$ cat src/rtl/mem_stage.sv
// -----------------------------------------------------------------------------
// mem_stage
//   Memory-access stage of the 16-bit five-stage pipeline. Performs data-memory
//   reads and writes against an internal word-organised array with big-endian
//   byte lanes, and holds the MEM/WB pipeline register that feeds write-back.
//   Each access takes MEM_LAT cycles. A two-state FSM (IDLE/WAIT) with a
//   down-counter raises o_stall to hold the upstream stages during the wait.
//
// Parameters
//   ADDR_W  : word-index width; array depth is 2**ADDR_W 16-bit words.
//             The byte address is i_res_in[ADDR_W:0].
//   MEM_LAT : total cycles per memory access (>= 1).
//
// Ports
//   clk                      in   clock, rising edge
//   rst                      in   asynchronous reset, active low
//   i_regWrite, i_R15Write   in   EX/MEM register-write controls
//   i_memWrite, i_memRead    in   EX/MEM memory-access controls
//   i_sByte                  in   store the low byte only
//   i_MemtoReg               in   write-back selects memory data
//   i_loadByte               in   load a sign-extended byte
//   i_res_in     [15:0]      in   ALU result / byte address
//   i_R15_in     [15:0]      in   R15 value
//   i_op1_data_in[15:0]      in   store data
//   i_regDes_in  [3:0]       in   destination register
//   o_stall                  out  hold EX/MEM and earlier stages (combinational)
//   o_regWrite_wb, o_R15Write_wb, o_MemtoReg_wb   out  registered controls
//   o_res_wb, o_R15_wb, o_mem_data_wb [15:0]      out  registered data
//   o_regDes_wb  [3:0]       out  registered destination
// -----------------------------------------------------------------------------
module mem_stage #(
    parameter int ADDR_W  = 8,
    parameter int MEM_LAT = 2
) (
    input  logic        clk,
    input  logic        rst,
    input  logic        i_regWrite,
    input  logic        i_R15Write,
    input  logic        i_memWrite,
    input  logic        i_memRead,
    input  logic        i_sByte,
    input  logic        i_MemtoReg,
    input  logic        i_loadByte,
    input  logic [15:0] i_res_in,
    input  logic [15:0] i_R15_in,
    input  logic [15:0] i_op1_data_in,
    input  logic [3:0]  i_regDes_in,
    output logic        o_stall,
    output logic        o_regWrite_wb,
    output logic        o_R15Write_wb,
    output logic        o_MemtoReg_wb,
    output logic [15:0] o_res_wb,
    output logic [15:0] o_R15_wb,
    output logic [15:0] o_mem_data_wb,
    output logic [3:0]  o_regDes_wb
);

    localparam int DEPTH = 1 << ADDR_W;
    localparam int CNT_W = (MEM_LAT > 1) ? $clog2(MEM_LAT) : 1;
    localparam bit MULTI = (MEM_LAT > 1);
    // Wait cycles remaining after the first (stalled) cycle of an access.
    localparam logic [CNT_W-1:0] CNT_LOAD = MULTI ? CNT_W'(MEM_LAT - 2) : '0;

    typedef enum logic {
        S_IDLE = 1'b0,
        S_WAIT = 1'b1
    } state_t;

    state_t           r_state;
    state_t           w_state_nxt;
    logic [CNT_W-1:0] r_cnt;
    logic [CNT_W-1:0] w_cnt_nxt;
    logic             w_access;
    logic             w_stall;
    logic             w_complete;
    logic             w_we;

    logic [15:0]       r_mem [DEPTH];
    logic [ADDR_W-1:0] w_idx;
    logic              w_lane_lo;
    logic [15:0]       w_rd_word;
    logic [7:0]        w_rd_byte;
    logic [15:0]       w_load_data;
    logic [15:0]       w_wr_word;

    assign w_access = i_memRead | i_memWrite;

    // ------------------------------------------------------------------
    // Access-latency FSM
    // ------------------------------------------------------------------
    // NOTE: every signal written here gets a default first so no path
    // through the case leaves it unassigned, which would infer a latch.
    always_comb begin
        w_state_nxt = r_state;
        w_cnt_nxt   = r_cnt;
        w_stall     = 1'b0;
        w_complete  = 1'b0;
        case (r_state)
            S_IDLE: begin
                if (w_access) begin
                    if (MULTI) begin
                        w_state_nxt = S_WAIT;
                        w_cnt_nxt   = CNT_LOAD;
                        w_stall     = 1'b1;
                    end else begin
                        w_complete  = 1'b1;
                    end
                end
            end
            S_WAIT: begin
                if (r_cnt != '0) begin
                    w_stall   = 1'b1;
                    w_cnt_nxt = r_cnt - 1'b1;
                end else begin
                    w_complete  = 1'b1;
                    w_state_nxt = S_IDLE;
                end
            end
            default: begin
                w_state_nxt = S_IDLE;
            end
        endcase
    end

    // NOTE: sequential state uses non-blocking assignments so every flop
    // samples pre-edge values regardless of block ordering.
    always_ff @(posedge clk or negedge rst) begin
        if (!rst) begin
            r_state <= S_IDLE;
            r_cnt   <= '0;
        end else begin
            r_state <= w_state_nxt;
            r_cnt   <= w_cnt_nxt;
        end
    end

    // Stall is forced low while reset is held so upstream is never frozen
    // by an access that reset is about to abort.
    assign o_stall = w_stall & rst;

    // ------------------------------------------------------------------
    // Data array: word index from res_in[ADDR_W:1], lane from res_in[0]
    // (0 = high byte, big-endian).
    // ------------------------------------------------------------------
    assign w_idx     = i_res_in[ADDR_W:1];
    assign w_lane_lo = i_res_in[0];
    assign w_rd_word = r_mem[w_idx];
    assign w_rd_byte = w_lane_lo ? w_rd_word[7:0] : w_rd_word[15:8];

    always_comb begin
        w_load_data = 16'h0000;
        if (i_memRead) begin
            w_load_data = i_loadByte ? {{8{w_rd_byte[7]}}, w_rd_byte} : w_rd_word;
        end
    end

    // Byte stores merge the new low data byte into the selected lane and
    // keep the other lane from the current contents.
    always_comb begin
        w_wr_word = i_op1_data_in;
        if (i_sByte) begin
            w_wr_word = w_lane_lo ? {w_rd_word[15:8], i_op1_data_in[7:0]}
                                  : {i_op1_data_in[7:0], w_rd_word[7:0]};
        end
    end

    // A store commits only on the completion edge, and never under reset.
    assign w_we = w_complete & i_memWrite & rst;

    // NOTE: the array has no reset; clearing it would turn the RAM into
    // thousands of resettable flops and reset never needs to restore it.
    always_ff @(posedge clk) begin
        if (w_we) begin
            r_mem[w_idx] <= w_wr_word;
        end
    end

    // ------------------------------------------------------------------
    // MEM/WB pipeline register: bubble while stalled, real data otherwise.
    // The read uses pre-edge array contents, giving read-before-write.
    // ------------------------------------------------------------------
    always_ff @(posedge clk or negedge rst) begin
        if (!rst) begin
            o_regWrite_wb <= 1'b0;
            o_R15Write_wb <= 1'b0;
            o_MemtoReg_wb <= 1'b0;
            o_res_wb      <= 16'h0000;
            o_R15_wb      <= 16'h0000;
            o_mem_data_wb <= 16'h0000;
            o_regDes_wb   <= 4'h0;
        end else if (w_stall) begin
            o_regWrite_wb <= 1'b0;
            o_R15Write_wb <= 1'b0;
            o_MemtoReg_wb <= 1'b0;
            o_res_wb      <= 16'h0000;
            o_R15_wb      <= 16'h0000;
            o_mem_data_wb <= 16'h0000;
            o_regDes_wb   <= 4'h0;
        end else begin
            o_regWrite_wb <= i_regWrite;
            o_R15Write_wb <= i_R15Write;
            o_MemtoReg_wb <= i_MemtoReg;
            o_res_wb      <= i_res_in;
            o_R15_wb      <= i_R15_in;
            o_mem_data_wb <= w_load_data;
            o_regDes_wb   <= i_regDes_in;
        end
    end

endmodule

$ cat config.mk
export PLATFORM = sky130hd
export DESIGN_NAME = mem_stage
export DESIGN_NICKNAME = d
export VERILOG_FILES = /design/src/rtl/mem_stage.sv
export SDC_FILE = /design/constraint.sdc
export NUM_CORES = 2
export LEC_CHECK = 0
export BUFFER_PORTS_ARGS = -buffer_cell sky130_fd_sc_hd__buf_2
export CAP_MARGIN = 20
export CORE_UTILIZATION = 33
export CTS_CLUSTER_DIAMETER = 100
export DETAILED_ROUTE_END_ITERATION = 10
export PLACE_DENSITY = 0.56
export SYNTH_ARGS = -nofsm -noshare
export SYNTH_HDL_FRONTEND = slang
export SYNTH_SLANG_ARGS = --single-unit
$ cat constraint.sdc
create_clock -name clk -period 20.4 [get_ports clk]
set_input_delay 6.12 -clock clk [delete_from_list [all_inputs] [get_ports clk]]
set_output_delay 6.12 -clock clk [all_outputs]
set_load 0.005 [all_outputs]
Yosys cells after proc, flatten, opt, wreduce, memory -nomap -nowiden
Memory sizes are Yosys's and may differ from the RTL's. Cells that the tools add are included.

Memories kept: 1. Bits in read-only memories: 0. Input port bits: 61. Register bits after elaboration: 57. Bits in writable memories: 4096. Output and inout bits: 56. Latch bits: 0. Word-level logic and storage cells: 39.

Reduce and logical (&&, ||, !) cells: 0. Shift operators: 0. Divide/modulo/power cells: 0. Multipliers: 0. Mux-type cells: 22. $add $sub $neg: 1. Order comparisons: 0. Equality and inequality tests: 1. Bitwise gates (word level): 5.

Memories: r_mem (depth 256, bits a word 16, rd ports 1, clocked after Yosys merged registers in 0, wr ports 1, line 78) `logic [15:0] r_mem [DEPTH];`.

Operator list (number): 2-to-1 mux 16 bit (7); 2-to-1 mux 1 bit (10); 2-to-1 mux 8 bit (1); case mux 1 bit (2 select lines) (3); 2-to-1 mux 4 bit (1); bitwise AND 1 bit (3); inequality test 2 bit (second input constant) (1); NOT 1 bit (1); OR 1 bit (1); subtractor 1 bit (second input constant) (1).

Depth between registers and ports, before layout
Depth in word-level cells: 6. Depth in mapped cells: 15. Depth with buffers taken out: 8.

Worst setup path before layout
Ideal clock, no wire load.

Path type: input-to-reg. Start point: input port i_res_in[6]. End point: memory r_mem[0][12] (data pin). Path slack: 348 ps. Data required time: 18213 ps. Arrival: 17865 ps. Library setup time: 2187 ps. Stages: 11. Buffers on the path: 4. Cells stage by stage: buf_2 buf_2 buf_2 buf_2 nand2_1 nor2_1 a22oi_1 a41oi_1 nor3_1 a32o_1 o21ai_0.

Cells in the longest elaborated chain, start to end: 3.

Ends and longest elaborated chain: from (decl) (line 44) `input logic [15:0] i_res_in,`; memory read (256 x 16 bit); 2-to-1 mux 16 bit (line 162) `w_wr_word = w_lane_lo ? {w_rd_word[15:8], i_op1_data_in[7:0]}`; 2-to-1 mux 16 bit (line 161) `if (i_sByte) begin`; net w_wr_word[12] (line 84) `logic [15:0] w_wr_word;`; to (decl) (line 78).

The timed path passes the listed nets, and every way through them passes these cells.

Worst setup path after layout
Start point: input port i_memRead. End point: output port o_stall.

Cells in the longest elaborated chain, start to end: 4.

Ends and longest elaborated chain: from (decl) (line 40) `input logic i_memRead,`; OR 1 bit (line 86) `assign w_access = i_memRead | i_memWrite;`; 2-to-1 mux 1 bit (line 100) `if (w_access) begin`; case mux 1 bit (2 select lines) (line 98) `case (r_state)`; net w_stall (line 74) `logic w_stall;`; bitwise AND 1 bit (line 139) `assign o_stall = w_stall & rst;`; to (decl) (line 48) `output logic o_stall,`.

The timed path passes the listed nets, and every way through them passes these cells.

==> qor.yml <==
logic_synthesis:
  synth.net_count: 7201
  synth_warnings: 0
  synth_top_cell_by_area: "edfxtp_1"
  synth-main-ff-cell: "edfxtp_1"
  netlist_area_mm2: 0.160
  synth-seq-cells: 4152
  yosysSeqAreaShare_pct: 77.7
  synth.area.top_cells: "edfxtp_1 (77%), mux4_2 (13%), mux2i_1 (2.0%), a22oi_1 (0.94%), dfrtp_1 (0.87%)"
  syn_area_per_cell_um2: 22.4
  postSynthCellCount: 7140
  ys_top_cells_by_count: "edfxtp_1 (4096), mux4_2 (947), mux2i_1 (313)"
  synth_most_common_cell: "edfxtp_1"
  synth_cell_type_count: 81
  async_reset_ff_share_pct: 1.35
  synth_top_cell_area_share_pct: 76.8
  synth_edf_count: 4096
die:
  io_pins: 117
  initial_core_util_pct: 33.2
  die_area_mm2: 0.488
  fp-row-count: 255
  core_area_mm2: 0.483
  fp.dieH_um: 699
  die_w_um: 699
sta:
  final_hold_viol_count: 0
  layout_min_cycle_time_ns: 13.19
  fmax_ghz: 0.0758
  layout_setup_ws_ns: 7.21
  rsz0062_at_grt: "no"
  setup_viol: 0
  relSlewSlack_pct: 18.5
  period_share_pct: 64.7
  tightest_slew_ns: 1.22
  skew_ns: 0.139
  maxSlewViolCount: 0
  setup_tns_ns: 0
drt:
  routed_wirelength_um: 501000
  firstDrtPassIters: 7
  dr.first_iter.drc_count: 12000
  wl_per_cell_um: 34.5
  drcViolationCount: 0
  vias: 81500
  antenna_left: 0
  viasPerCell: 5.62
cts:
  ctsHoldBuffers: 0
  postCtsSetupRepairBufs: 0
  cts_num_sinks: 4152
  ctsRootBufferMaster: "clkbuf_16"
  ctsHtreeMaxLevel: 5
  cts_tree: "built"
  ctsResizeCount: 0
  clk_pin_slew_worst_paths_ns: 0.06
  clkLatencyLatePin_ns: 1.07
  cts_max_path_buffers: 4
  numCtsBuffers: 417
layout:
  fin_cells: 14500
  fin_nets: 7773
  multi_input_area_mm2: 0.0338
  final_core_util_pct: 38.2
  register_area_mm2: 0.124
  fillers: 43000
  stdcell_area_mm2: 0.184
  areaGrowthSynthToFinish_pct: 15.0
  drive_above_1_share_pct: 29.4
worst_hold_path:
  holdCritPathClass: "reg -> reg"
critical_path:
  critPathSlowestCell: "or2_2"
  cp_num_buf_inv: 3
  path_cells: "buf_2, nor2_1, or2_2, inv_1, and2_1, buf_2"
  path_max_fanout: 6
  start_kind: "input port"
  crit_arrival_ns: 7.07
  worstPathRequired_ns: 14.28
  path_class: "in -> out"
  crit_family: "simple AND/OR/NAND/NOR gates"
  critPathMaxStageDelay_ns: 0.28
  crit_top_cell: "buf_2"
  end_kind: "output port"
global_route:
  grt_max_degree: 182
  grt_pass1_wl_um: 677000
  grt_overflow: 0
  grt_antenna_before_repair: 34
  track_usage_pct: 19.9
  grt_pass1_vias: 79500
place:
  place_hpwl_um: 308000
  io_buffer_count: 116
  dp_slack_ns: 6.91
  gp_congestion: 0.949
  postPlaceCellArea_mm2: 0.171
  dp.cells: 13700
power:
  power.density_mw_per_mm2: 98.4
  leakagePower_nw: 57.6
  ir_worst_vdd_uv: 82.0
status:
  run_status: "finished clean"
job:
  cap_violations: 0
==> tightest hold or removal path: cells and delay by family, from the launching register on <==
| family | cells | cell delay [ns] |
|---|---|---|
| buffers and inverters | 1 | 0.08 |
| DFF | 1 | 0.51 |
| and+or+nand+nor | 1 | 0.18 |
==> layout by cell type, fill, tap and decap left out, types with 10 or more instances in the layout <==
cell type,count
nor3_1,21
and2_1,41
buf_16,16
nand2b_1,10
a22oi_1,201
o21ai_0,15
clkinvlp_4,14
mux2i_1,313
buf_2,111
diode_2,21
nand2_1,151
a21oi_1,44
a22o_1,36
o22ai_1,63
a221oi_1,32
clkinv_2,60
nand4_1,24
mux4_1,39
mux4_2,947
dfrtp_1,56
clkinv_1,111
buf_4,392
nand3_1,82
a32oi_1,14
buf_12,20
nor2_1,105
edfxtp_1,4096
bufinv_16,30
clkbuf_16,420
nor2_2,197
nand2_2,10
buf_8,28
clkbuf_1,95
==> sequential cells by signal, indices dropped and copies added (netlist names) <==
name           flops
r_state            1
o_regWrite_wb      1
o_R15Write_wb      1
r_mem           4096
o_R15_wb          16
o_MemtoReg_wb      1
o_regDes_wb        4
o_res_wb          16
o_mem_data_wb     16
==> cell families after synthesis <==
kind of cell,after synthesis,share of synthesized area (%)
buffers and inverters,426,1.84
muxes,1304,15.9
AOI/OAI and AO/OA,511,2.35
DFF,4152,77.7
and+or+nand+nor,747,2.20
==> worst paths after layout <==
check / cells past startpoint / from / slack [ns] / endpoint
setup / recovery: 6 / i_memRead / 7.21 / o_stall
hold / removal: 2 / r_state$_DFF_PN0_ / 0.82 / r_state$_DFF_PN0_
setup reg to reg: 8 / r_mem[34][4]$_DFFE_PP_ / 14.86 / r_mem[224][4]$_DFFE_PP_
hold reg to reg: 2 / r_state$_DFF_PN0_ / 0.82 / r_state$_DFF_PN0_
max in group asynchronous: 3 / rst / 13.94 / o_MemtoReg_wb$_DFF_PN0_
min in group asynchronous: 2 / rst / 5.53 / o_res_wb[2]$_DFF_PN0_
==> metal layers <==
metal | share of wire, % | vias up | track usage (%)
met5 | 0.033 | - | 0.147
met4 | 4.2 | 12 | 7.40
met3 | 11 | 872 | 5.62
met2 | 46 | 4912 | 30.7
met1 | 39 | 44200 | 26.9
li1 | - | 31500 | -
==> where the power goes <==
part,switching (mW),internal [mW],total [mW]
logic,0.797,0.303,1.10
clock network,3.31,4.18,7.49
registers,0.00469,9.53,9.53
==> metrics by stage <==
stage | hold slack [ns] | power [mW]
global placement | 0.805 | 10.8
floorplan | 0.535 | 10.4
finish | 0.824 | 18.1
detailed placement | 0.808 | 10.8
CTS | 0.819 | 18.2
global route | 0.871 | 18.5
==> final cells by class <==
class                   count  share of cell area [%]
diodes                     21                  0.0285
multi-input cells        2562                    18.3
inverters                   8                  0.0217
clock inverters           248                    1.24
clock buffers             518                    5.92
well taps                6425                    4.36
repair buffers            571                    2.61
flip-flops and latches   4152                    67.5
Note: power is estimated with default switching activity, not from simulation.
